<file path="config.mk">
export PLATFORM = sky130hd
export DESIGN_NAME = multicycle_ctrl
export DESIGN_NICKNAME = d
export VERILOG_FILES = /design/src/rtl/ctrl_pkg.sv /design/src/rtl/ctrl_decode.sv /design/src/rtl/multicycle_ctrl.sv
export SDC_FILE = /design/constraint.sdc
export NUM_CORES = 1
export LEC_CHECK = 0
export BUFFER_PORTS_ARGS = -buffer_cell sky130_fd_sc_hd__buf_2
export CORE_MARGIN = 2
export CORE_UTILIZATION = 49
export DETAILED_ROUTE_END_ITERATION = 10
export GPL_TIMING_DRIVEN = 0
export PLACE_DENSITY = 0.77
export REMOVE_ABC_BUFFERS = 1
export SYNTH_ARGS = -nofsm -noshare
export SYNTH_HDL_FRONTEND = slang
export SYNTH_HIERARCHICAL = 1
export SYNTH_SLANG_ARGS = --single-unit
</file>
<file path="constraint.sdc">
create_clock -name clk -period 2.1 [get_ports clk]
set_input_delay 0 -clock clk [delete_from_list [all_inputs] [get_ports clk]]
set_output_delay 0 -clock clk [all_outputs]
set_load 0.02 [all_outputs]
</file>
<file path="src/rtl/ctrl_pkg.sv">
// rtl/ctrl_pkg.sv - shared opcodes, ALU codes, state and instruction-class types
package ctrl_pkg;

   localparam logic [6:0] OPC_RTYPE  = 7'h33;
   localparam logic [6:0] OPC_IALU   = 7'h13;
   localparam logic [6:0] OPC_LOAD   = 7'h03;
   localparam logic [6:0] OPC_STORE  = 7'h23;
   localparam logic [6:0] OPC_BRANCH = 7'h63;
   localparam logic [6:0] OPC_JAL    = 7'h6F;

   localparam logic [2:0] ALU_ADD = 3'b010;
   localparam logic [2:0] ALU_OR  = 3'b001;
   localparam logic [2:0] ALU_SUB = 3'b110;

   // funct3 value that turns an R-type into an OR
   localparam logic [2:0] F3_OR = 3'b110;

   typedef enum logic [2:0] {
      S_IDLE,
      S_BOOT,
      S_FETCH,
      S_DECODE,
      S_EXEC,
      S_MEM,
      S_WB,
      S_HALT
   } state_t;

   typedef enum logic [2:0] {
      CLS_RTYPE,
      CLS_IALU,
      CLS_LOAD,
      CLS_STORE,
      CLS_BRANCH,
      CLS_JAL,
      CLS_ILLEGAL
   } insn_class_t;

endpackage

</file>
<file path="src/rtl/ctrl_decode.sv">
// rtl/ctrl_decode.sv - combinational opcode decoder producing class and datapath selects
module ctrl_decode
   import ctrl_pkg::*;
(
   input  logic [31:0]  ir,
   output insn_class_t  cls,
   output logic         alu_src,
   output logic [2:0]   op,
   output logic         mem2reg,
   output logic         isbranch,
   output logic         isjump
);

   // register fields and immediates belong to the datapath, not to control
   logic unused_ir_bits;
   assign unused_ir_bits = ^{ir[31:15], ir[11:7]};

   // classify the opcode and derive the selects held for EXEC..WB
   always_comb begin
      cls      = CLS_ILLEGAL;
      alu_src  = 1'b1;
      op       = ALU_ADD;
      mem2reg  = 1'b0;
      isbranch = 1'b0;
      isjump   = 1'b0;
      case (ir[6:0])
         OPC_RTYPE: begin
            cls     = CLS_RTYPE;
            alu_src = 1'b0;
            op      = (ir[14:12] == F3_OR) ? ALU_OR : ALU_ADD;
         end
         OPC_IALU:  cls = CLS_IALU;
         OPC_LOAD: begin
            cls     = CLS_LOAD;
            mem2reg = 1'b1;
         end
         OPC_STORE: cls = CLS_STORE;
         OPC_BRANCH: begin
            cls      = CLS_BRANCH;
            alu_src  = 1'b0;
            op       = ALU_SUB;
            isbranch = 1'b1;
         end
         OPC_JAL: begin
            cls    = CLS_JAL;
            isjump = 1'b1;
         end
         default:   cls = CLS_ILLEGAL;
      endcase
   end

endmodule

</file>
<file path="src/rtl/multicycle_ctrl.sv">
// rtl/multicycle_ctrl.sv - multi-cycle control sequencer; ILLEGAL_TRAP_EN makes illegal opcodes halt
module multicycle_ctrl
   import ctrl_pkg::*;
#(
   parameter int MAX_INSNS = 43,
   parameter int CNT_W     = 16
)(
   input  logic              clk,
   input  logic              reset,
   input  logic              start,
   input  logic [31:0]       ins,
   output logic              int_o,
   output logic              pc_we,
   output logic              reg_write,
   output logic              alu_src,
   output logic [2:0]        op,
   output logic              mem_read,
   output logic              mem_write,
   output logic              mem2reg,
   output logic              isbranch,
   output logic              isjump,
   output logic              busy,
   output logic              halted,
   output logic [CNT_W-1:0]  retired,
   output logic              illegal
);

   state_t       state, next_state, retire_target;
   logic [31:0]  ir;
   insn_class_t  dec_cls;
   logic         dec_alu_src, dec_mem2reg, dec_isbranch, dec_isjump;
   logic [2:0]   dec_op;
   logic         retire_pulse;
   logic [CNT_W-1:0] retired_inc;

   ctrl_decode u_decode (
      .ir       (ir),
      .cls      (dec_cls),
      .alu_src  (dec_alu_src),
      .op       (dec_op),
      .mem2reg  (dec_mem2reg),
      .isbranch (dec_isbranch),
      .isjump   (dec_isjump)
   );

   // the boot PC load is not an instruction, so it never counts as a retire
   assign retire_pulse  = pc_we && (state != S_BOOT);
   assign retired_inc   = (&retired) ? retired : retired + 1'b1;
   assign retire_target = (retired_inc == CNT_W'(MAX_INSNS)) ? S_HALT : S_FETCH;

   // state register
   always_ff @(posedge clk) begin
      if (reset) state <= S_IDLE;
      else       state <= next_state;
   end

   // instruction register, loaded once per instruction in FETCH
   always_ff @(posedge clk) begin
      if (reset)                 ir <= '0;
      else if (state == S_FETCH) ir <= ins;
   end

   // saturating retire counter, cleared when a halted run is restarted
   always_ff @(posedge clk) begin
      if (reset)                          retired <= '0;
      else if (state == S_HALT && start)  retired <= '0;
      else if (retire_pulse)              retired <= retired_inc;
   end

`ifdef ILLEGAL_TRAP_EN
   // sticky illegal-opcode flag; only reset clears it
   always_ff @(posedge clk) begin
      if (reset)                                         illegal <= 1'b0;
      else if (state == S_EXEC && dec_cls == CLS_ILLEGAL) illegal <= 1'b1;
   end
`else
   assign illegal = 1'b0;
`endif

   // next-state sequencing through the instruction phases
   always_comb begin
      next_state = state;
      case (state)
         S_IDLE:   if (start) next_state = S_BOOT;
         S_BOOT:   next_state = S_FETCH;
         S_FETCH:  next_state = S_DECODE;
         S_DECODE: next_state = S_EXEC;
         S_EXEC: begin
            case (dec_cls)
               CLS_BRANCH:          next_state = retire_target;
               CLS_LOAD, CLS_STORE: next_state = S_MEM;
`ifdef ILLEGAL_TRAP_EN
               CLS_ILLEGAL:         next_state = S_HALT;
`else
               CLS_ILLEGAL:         next_state = retire_target;
`endif
               default:             next_state = S_WB;
            endcase
         end
         S_MEM:    next_state = (dec_cls == CLS_LOAD) ? S_WB : retire_target;
         S_WB:     next_state = retire_target;
         S_HALT:   if (start) next_state = S_BOOT;
         default:  next_state = S_IDLE;
      endcase
   end

   // Moore outputs: phase strobes gated by state, decoded selects held EXEC..WB
   always_comb begin
      int_o     = 1'b0;
      pc_we     = 1'b0;
      reg_write = 1'b0;
      mem_read  = 1'b0;
      mem_write = 1'b0;
      alu_src   = 1'b1;
      op        = ALU_ADD;
      mem2reg   = 1'b0;
      isbranch  = 1'b0;
      isjump    = 1'b0;
      busy      = (state != S_IDLE) && (state != S_HALT);
      halted    = (state == S_HALT);
      if (state == S_EXEC || state == S_MEM || state == S_WB) begin
         alu_src  = dec_alu_src;
         op       = dec_op;
         mem2reg  = dec_mem2reg;
         isbranch = dec_isbranch;
         isjump   = dec_isjump;
      end
      case (state)
         S_BOOT: begin
            int_o = 1'b1;
            pc_we = 1'b1;
         end
         S_EXEC: begin
`ifdef ILLEGAL_TRAP_EN
            pc_we = (dec_cls == CLS_BRANCH);
`else
            pc_we = (dec_cls == CLS_BRANCH) || (dec_cls == CLS_ILLEGAL);
`endif
         end
         S_MEM: begin
            mem_read  = (dec_cls == CLS_LOAD);
            mem_write = (dec_cls == CLS_STORE);
            pc_we     = (dec_cls == CLS_STORE);
         end
         S_WB: begin
            reg_write = 1'b1;
            pc_we     = 1'b1;
         end
         default: ;
      endcase
   end

endmodule

</file>
==> flow_metrics.py, run 1 <==
metrics = {
    "worst_setup_path": {
        "critPathLaunchType": "flip-flop",
        "crit_type": "flip-flop to flip-flop",
        "path_cells": "nand3b_1 -> o21ai_1 -> a21oi_2 -> nor2b_4 -> nand3_2 -> a21oi_4 -> nor3b_2 -> mux2i_1 -> nor2_1",
        "crit_family": "simple AND/OR/NAND/NOR gates",
        "endpoint_kind": "flip-flop",
        "worstPathRequired_ns": 2.24,
        "crit_fanout": 7,
        "cp.buffers_inverters": 0,
        "cp_slowest_cell": "dfxtp_4",
        "max_stage_delay_ns": 0.39,
        "cp.arrival_ns": 2.24,
    },
    "placed_design": {
        "place_congestion": 0.808,
        "place_area_mm2": 0.00214,
        "dp_hpwl_mm": 3.20,
        "post-place-cells": 330,
        "port_buffers": 42,
        "place_ws_ns": -0.908,
    },
    "detailed_routing": {
        "initialDrtViolationCount": 142,
        "routed-via-count": 2037,
        "wl_mm": 5.35,
        "remaining_drc_errors": 0,
        "vias_per_cell": 5.60,
        "wl_per_cell_um": 14.7,
        "first_pass_iters": 4,
        "ant_nets": 0,
    },
    "timing": {
        "slew_viol_final": 0,
        "fin_skew_ns": 0.00732,
        "min_period_over_period": 0.997,
        "tightest_slew_ns": 0.661,
        "rsz0062_at_grt": "true",
        "clock.fmax_mhz": 478,
        "fin_crit_ns": 2.09,
        "max_slew_margin": 0.558,
        "setup_viol": 0,
        "setup_slack_ns": 0.00688,
        "setup-tns-final_ns": 0,
        "timing.final.hold_violations": 0,
    },
    "clocking": {
        "clock_latency_ns": 0.28,
        "cts-root-buf": "clkbuf_8",
        "htreeDepth": 2,
        "cts_buffers": 5,
        "cts_tree": "built",
        "cts.sinks": 29,
        "clockBufferDepth": 2,
        "clk_pin_slew_worst_paths_ns": 0.06,
    },
    "floorplanning": {
        "fp.coreArea_mm2": 0.00397,
        "rows": 23,
        "die_h_um": 67.8,
        "start_util": 0.502,
        "design.die.area_mm2": 0.00460,
        "io_pins": 66,
        "fp.dieW_um": 67.8,
    },
    "layout": {
        "n_antenna_cell": 0,
        "fin_nets": 349,
        "stdcell_count": 364,
        "area_growth_pct": 31.8,
        "nFillCells": 322,
        "final_area_mm2": 0.00263,
        "drive_gt1_frac": 0.369,
    },
    "global_route": {
        "grt_first_pass_wirelength_mm": 8.10,
        "grt_pass1_vias": 1786,
        "gr-total-overflow": 0,
        "grt_use_total": 0.231,
        "antenna_found_initial": 0,
        "grt_start_max_net_pins": 18,
    },
    "run_status": {
        "status": "finished, final reports clean",
    },
    "pwr": {
        "power_leakage_nw": 1.12,
        "ir_drop_mv": 0.331,
        "p_total_mw": 1.16,
        "power.density_mw_per_mm2": 442,
    },
    "synthesis": {
        "syn_avg_cell_area_um2": 7.67,
        "yosysWarningCount": 6,
        "synth_cells": 260,
        "synth.cell_area_mm2": 0.00199,
    },
    "flow_run": {
        "maxCapViolCount": 0,
    },
    "worst_hold_path": {
        "hp-class": "input port to flip-flop",
    },
}
==> metrics by stage <==
| stage | hold WS [ns] | utilization |
|---|---|---|
| 2_1_floorplan | 0.0691 | - |
| 3_5_place_dp | 0.251 | 0.538 |
| 3_3_place_gp | 0.241 | 0.538 |
| 4_1_cts | 0.0707 | 0.616 |
| 6_report | 0.0738 | 0.662 |
| 5_1_grt | 0.0869 | 0.662 |
==> cell type report <==
type                    instances  area, um^2  share of cell area
clock buffers                   6        72.6              0.0276
clock inverters                 2        10.0             0.00381
flip-flops and latches         29         617               0.235
repair buffers                 68         442               0.168
multi-input cells             205        1410               0.536
inverters                       4        15.0             0.00571
well taps                      50        62.6              0.0238
==> power breakdown <==
part | switching (mW) | total [mW] | leakage [nW] | internal [mW]
sequential | 0.0257 | 0.584 | 0.244 | 0.559
combinational | 0.0816 | 0.143 | 0.829 | 0.0612
clock | 0.207 | 0.436 | 0.0450 | 0.229
total | 0.314 | 1.16 | 1.12 | 0.849
==> worst register-to-register path, stage by stage, from the launching register on <==
cell and delay [ns]:
dfxtp_4 0.39, nand3b_1 0.21, o21ai_1 0.12, a21oi_2 0.20, nor2b_4 0.19, nand3_2 0.11
a21oi_4 0.26, nor3b_2 0.24, mux2i_1 0.20, nor2_1 0.05
==> worst paths after layout <==
path | slack [ns] | start | end | depth (start not counted)
min | 0.07 | reset | ir[5]$_SDFFE_PP0P_ | 2
max | 0.007 | ir[4]$_SDFFE_PP0P_ | retired[8]$_SDFFE_PP0P_ | 9
min reg2reg | 0.45 | ir[13]$_SDFFE_PP0P_ | ir[13]$_SDFFE_PP0P_ | 2
max reg2reg | 0.007 | ir[4]$_SDFFE_PP0P_ | retired[8]$_SDFFE_PP0P_ | 9
==> layout by cell type, fill, tap and decap left out, drive strengths merged, types with 6 or more instances in the layout <==
| cell | count |
|---|---|
| nor3 | 10 |
| nor4 | 6 |
| dlygate4sd3 | 10 |
| nand4 | 8 |
| nor2 | 33 |
| a21oi | 21 |
| xor2 | 11 |
| nand3 | 17 |
| and3 | 11 |
| nand2 | 35 |
| mux2i | 6 |
| clkbuf | 6 |
| dfxtp | 29 |
| buf | 58 |
==> state kept, by name, summed over array words and instances, names as in the netlist <==
signal / cells
ir: 10
state: 3
retired: 16
==> per-layer routing <==
layer / up-vias / track usage / part of all wire / routed length [um]
met5: - / 0 / 0 / 0
met4: 0 / 0.0825 / 0.011 / 58
met3: 9 / 0.0517 / 0.063 / 339
met2: 79 / 0.381 / 0.50 / 2670
met1: 936 / 0.295 / 0.43 / 2280
li1: 1013 / - / - / -
==> timing repair <==
action                                  in CTS  in global routing
hold endpoints to repair                    10                  0
hold buffers                                10                  0
gates resized for setup                     25                 28
endpoints found under the setup margin      18                 19
pin swaps                                    3                 11
setup buffers                                6                 10
Power figures use the tool's default switching activity.
==> run 2: changes to the inputs <==
- CORE_UTILIZATION: 49 -> 55
- PLACE_DENSITY: 0.77 -> 0.82
- clock period: 2.1 -> 2.4 ns (I/O delays scaled with it)
==> run 2 against run 1 <==
Effect of this change:
- sequential share of layout area increased by 1.2 points
- count of clock-buffer cells in the layout is 1 lower
- wire length shrank 9.0%
- design area fell by 9.4%
- setup slack better by 0.10 ns
- via count shrank 2.6%
- combinational power shrank 19%
==> flow_metrics.py, run 2 (same netlist as run 1, synthesis figures left out) <==
metrics = {
    "detailed_routing": {
        "wl_per_cell_um": 14.0,
        "initialDrtViolationCount": 152,
        "vias_per_cell": 5.72,
        "remaining_drc_errors": 0,
        "first_pass_iters": 4,
        "ant_nets": 0,
        "routed-via-count": 1984,
        "wl_mm": 4.87,
    },
    "global_route": {
        "grt_start_max_net_pins": 18,
        "grt_first_pass_wirelength_mm": 7.87,
        "gr-total-overflow": 0,
        "grt_pass1_vias": 1734,
        "antenna_found_initial": 0,
        "grt_use_total": 0.242,
    },
    "floorplanning": {
        "design.die.area_mm2": 0.00412,
        "rows": 21,
        "io_pins": 66,
        "fp.dieW_um": 64.2,
        "fp.coreArea_mm2": 0.00342,
        "start_util": 0.584,
        "die_h_um": 64.2,
    },
    "worst_hold_path": {
        "hp-class": "input port to flip-flop",
        "worstHoldPathCells": 2,
    },
    "layout": {
        "final_cell_mix": "buf_2 (42), nand2_1 (34), nor2_1 (32)",
        "area_growth_pct": 19.4,
        "final_util": 0.697,
        "fin_nets": 336,
        "nFillCells": 292,
        "largest_reg_flops": 16,
        "n_antenna_cell": 0,
        "stdcell_count": 347,
        "final_common_cell": "buf_2",
        "drive_gt1_frac": 0.276,
        "top_register": "retired",
        "largestRegisters": "retired x16, ir x10, state x3",
    },
    "pwr": {
        "p_total_uw": 919,
        "power.density_mw_per_mm2": 386,
        "power_leakage_nw": 1.01,
        "ir_drop_mv": 0.210,
    },
    "worst_setup_path": {
        "cp.arrival_ns": 2.58,
        "endpoint_kind": "flip-flop",
        "crit_type": "flip-flop to flip-flop",
        "rr_worst_depth": 7,
        "critPathLaunchType": "flip-flop",
        "worstPathRequired_ns": 2.69,
        "crit_fanout": 7,
    },
    "placed_design": {
        "port_buffers": 42,
        "dp_hpwl_mm": 3.14,
        "place_ws_ns": -0.540,
        "place_congestion": 0.857,
        "post-place-cells": 326,
    },
    "timing": {
        "clock.fmax_mhz": 437,
        "tightest_slew_ns": 0.617,
        "fin_crit_ns": 2.29,
        "fin_skew_ns": 0.00453,
        "setup-tns-final_ns": 0,
        "setup_slack_ns": 0.110,
        "slew_viol_final": 0,
        "timing.final.hold_violations": 0,
        "min_period_over_period": 0.954,
        "setup_viol": 0,
        "max_slew_margin": 0.587,
    },
    "clocking": {
        "clockBufferDepth": 2,
        "cts-root-buf": "clkbuf_4",
        "clk_pin_slew_worst_paths_ns": 0.09,
        "htreeDepth": 2,
        "cts_tree": "built",
        "cts.sinks": 29,
        "clock_latency_ns": 0.34,
        "cts_buffers": 5,
    },
    "flow_run": {
        "maxCapViolCount": 0,
    },
    "run_status": {
        "status": "finished, final reports clean",
    },
}
[run 2: report_power, final]
part,internal (mW),leakage [nW],total (mW),switching [mW]
combinational,0.0493,0.742,0.116,0.0671
clock,0.110,0.0310,0.287,0.177
sequential,0.495,0.238,0.516,0.0210
total,0.654,1.01,0.919,0.265
[run 2: layout make-up]
| class | instances | area [um^2] | share of cell area |
|---|---|---|---|
| tap | 46 | 57.6 | 0.0242 |
| inverter | 4 | 15.0 | 0.00631 |
| multi-input combinational | 205 | 1330 | 0.560 |
| clock buffer | 5 | 37.5 | 0.0158 |
| timing repair buffer | 55 | 333 | 0.140 |
| sequential | 29 | 588 | 0.247 |
| clock inverter | 3 | 17.5 | 0.00736 |
[run 2: final timing paths]
kind                           end                     from  slack, ns
max          state[2]$_SDFFE_PP0P_  retired[0]$_SDFFE_PP0P_       0.11
min             ir[6]$_SDFFE_PP0P_                    reset       0.03
max reg2reg  state[2]$_SDFFE_PP0P_  retired[0]$_SDFFE_PP0P_       0.11
min reg2reg    ir[13]$_SDFFE_PP0P_      ir[13]$_SDFFE_PP0P_       0.46
[run 2: per-layer routing]
layer | GRT usage | share of wire | wire (um)
met4 | 0.0878 | 0.028 | 134
met5 | 0 | 0 | 0
met3 | 0.0563 | 0.058 | 284
met2 | 0.414 | 0.48 | 2320
met1 | 0.294 | 0.44 | 2130
[run 2: metrics by stage]
| stage | instance area, um^2 | hold WS (ns) |
|---|---|---|
| 6_report | 2380 | 0.0257 |
| 5_1_grt | 2380 | 0.0250 |
| 4_1_cts | 2330 | 0.0129 |
| 3_5_place_dp | 2130 | 0.247 |
| 3_3_place_gp | 2130 | 0.242 |
| 2_1_floorplan | 1870 | 0.0691 |
[run 2: critical path: stages, from the launching register on]
cell and delay, ns:
dfxtp_2 0.40, ha_4 0.19, nand4_4 0.20, nor3_4 0.25, mux2_1 0.34, or3_1 0.32
nor4_2 0.34, a41o_1 0.20
[run 2: what timing repair did]
item	CTS	global route
endpoints found under the setup margin	18	16
hold buffers	10	0
gates resized for setup	4	13
buffers inserted	3	0
pin swaps	1	1
endpoints found under the hold margin	10	0
==> run 3: changes to the inputs <==
- CORE_UTILIZATION: 55 -> 59
- PLACE_DENSITY: 0.82 -> 0.87
- clock period: 2.4 -> 2.8 ns (I/O delays scaled with it)
==> run 3 against run 2 <==
Effect of this change:
- final cell count down 0.58%
- die area down 6.4%
- total power down 15%
- count of clock-buffer cells in the layout up 1
- sequential share of layout area up 0.48 points
- clock power down 17%
- first-iteration DRC count up 63%
- worst hold slack better by 0.034 ns
- global-route usage up 2.2 points
- core utilization up 0.50 points
- critical path depth up 2
- sequential power down 14%
==> flow_metrics.py, run 3 (same netlist as run 1, synthesis figures left out) <==
metrics = {
    "pwr": {
        "p_int_uw": 561,
        "pwr-share-comb": 0.129,
        "pwr-share-seq": 0.566,
        "power_leakage_nw": 0.955,
        "p_total_uw": 782,
        "clkPwrFrac": 0.305,
        "switchingPower_uw": 221,
        "power.density_mw_per_mm2": 339,
        "ir_drop_mv": 0.228,
        "p_sw_frac": 0.282,
    },
    "layout": {
        "nFillCells": 261,
        "area_growth_pct": 15.6,
        "multi_input_area_mm2": 0.00128,
        "n_antenna_cell": 0,
        "seqCellArea_um2": 581,
        "top_register": "retired",
        "largestRegisters": "retired x16, ir x10, state x3",
        "largest_reg_flops": 16,
        "final_cell_mix": "buf_2 (42), nand2_1 (34), nor2_1 (32)",
        "fin_nets": 334,
        "final_common_cell": "buf_2",
        "drive_gt1_frac": 0.227,
        "stdcell_count": 345,
    },
    "timing": {
        "max_slew_margin": 0.559,
        "fin_crit_ns": 2.59,
        "setup-tns-final_ns": 0,
        "min_period_over_period": 0.925,
        "fin_hold_ws_ns": 0.0601,
        "tightest_slew_ns": 0.659,
        "setup_viol": 0,
        "timing.final.hold_violations": 0,
        "slew_viol_final": 0,
        "clock.fmax_mhz": 386,
        "fin_skew_ns": 0.0134,
        "setup_slack_ns": 0.210,
    },
    "detailed_routing": {
        "vias_per_cell": 5.71,
        "routed-via-count": 1970,
        "remaining_drc_errors": 0,
        "wl_mm": 4.77,
        "wl_per_cell_um": 13.8,
        "first_pass_iters": 5,
        "initialDrtViolationCount": 248,
        "ant_nets": 0,
    },
    "worst_setup_path": {
        "r2r_setup_slack_ns": 0.21,
        "critPathLaunchType": "flip-flop",
        "endpoint_kind": "flip-flop",
        "cp.arrival_ns": 2.80,
        "crit_type": "flip-flop to flip-flop",
        "worstPathRequired_ns": 3.01,
        "crit_fanout": 15,
    },
    "placed_design": {
        "port_buffers": 42,
        "dp_hpwl_mm": 3.17,
        "place_ws_ns": -0.150,
        "post-place-cells": 326,
        "place_congestion": 0.925,
    },
    "floorplanning": {
        "io_pins": 66,
        "die_h_um": 62.1,
        "design.die.area_mm2": 0.00386,
        "start_util": 0.607,
        "fp.coreArea_mm2": 0.00328,
        "fp.dieW_um": 62.1,
        "rows": 21,
    },
    "global_route": {
        "gr-total-overflow": 0,
        "grt_start_max_net_pins": 18,
        "grt_pass1_vias": 1834,
        "grt_first_pass_wirelength_mm": 8.28,
        "grt_use_total": 0.263,
        "antenna_found_initial": 0,
    },
    "clocking": {
        "htreeDepth": 2,
        "clk_pin_slew_worst_paths_ns": 0.10,
        "cts.sinks": 29,
        "clockBufferDepth": 2,
        "cts_tree": "built",
        "cts-root-buf": "clkbuf_4",
        "cts_buffers": 5,
        "clock_latency_ns": 0.34,
    },
    "worst_hold_path": {
        "hp-class": "input port to flip-flop",
    },
    "flow_run": {
        "maxCapViolCount": 0,
    },
    "run_status": {
        "status": "finished, final reports clean",
    },
}
## run 3: critical path: stages (launching register included)
cell	delay [ns]
dfxtp_1	0.46
nand3b_1	0.23
o21ai_0	0.13
a21oi_1	0.23
nor2b_1	0.27
nand3_1	0.18
a21oi_4	0.41
and2_1	0.29
mux2i_1	0.20
nor2_1	0.05
## run 3: power by group through the flow
stage | Sequential, mW | Combinational (mW) | Clock [mW]
final | 0.443 | 0.101 | 0.239
after global routing | 0.445 | 0.111 | 0.273
after CTS | 0.442 | 0.0948 | 0.246
after detailed placement | 0.451 | 0.0836 | 0
after global placement | 0.451 | 0.0822 | 0
after floorplan | 0.448 | 0.0562 | 0
## run 3: area by class of cell
class,instances,area share
inverters,4,0.00651
multi-input cells,205,0.556
clock buffers,6,0.0179
repair buffers,53,0.139
clock inverters,2,0.00434
flip-flops and latches,29,0.252
well taps,46,0.0250
## run 3: worst paths after layout
check                      start                      end  depth (start not counted)
max           ir[4]$_SDFFE_PP0P_  retired[1]$_SDFFE_PP0P_                          9
min                        start    state[1]$_SDFFE_PP0P_                          4
max reg2reg   ir[4]$_SDFFE_PP0P_  retired[1]$_SDFFE_PP0P_                          9
min reg2reg  ir[12]$_SDFFE_PP0P_      ir[12]$_SDFFE_PP0P_                          2
## run 3: metrics by stage
step | util | cell area (um^2)
final | 0.702 | 2310
after global routing | 0.702 | 2310
after CTS | 0.697 | 2290
after detailed placement | 0.650 | 2130
after global placement | 0.650 | 2130
after floorplan | - | 1870
## run 3: metal layers
metal,GRT usage,vias to the layer above,wire length (um)
li1,-,984,-
met1,0.325,892,2050
met2,0.435,82,2320
met3,0.0525,12,284
met4,0.139,0,107
met5,0,-,0
## run 3: timing repair
item                                    CTS  global route
endpoints found under the setup margin   14            10
buffers inserted                          0             0
gates resized for setup                   1             1
hold endpoints to repair                 10             1
hold buffers                             10             1
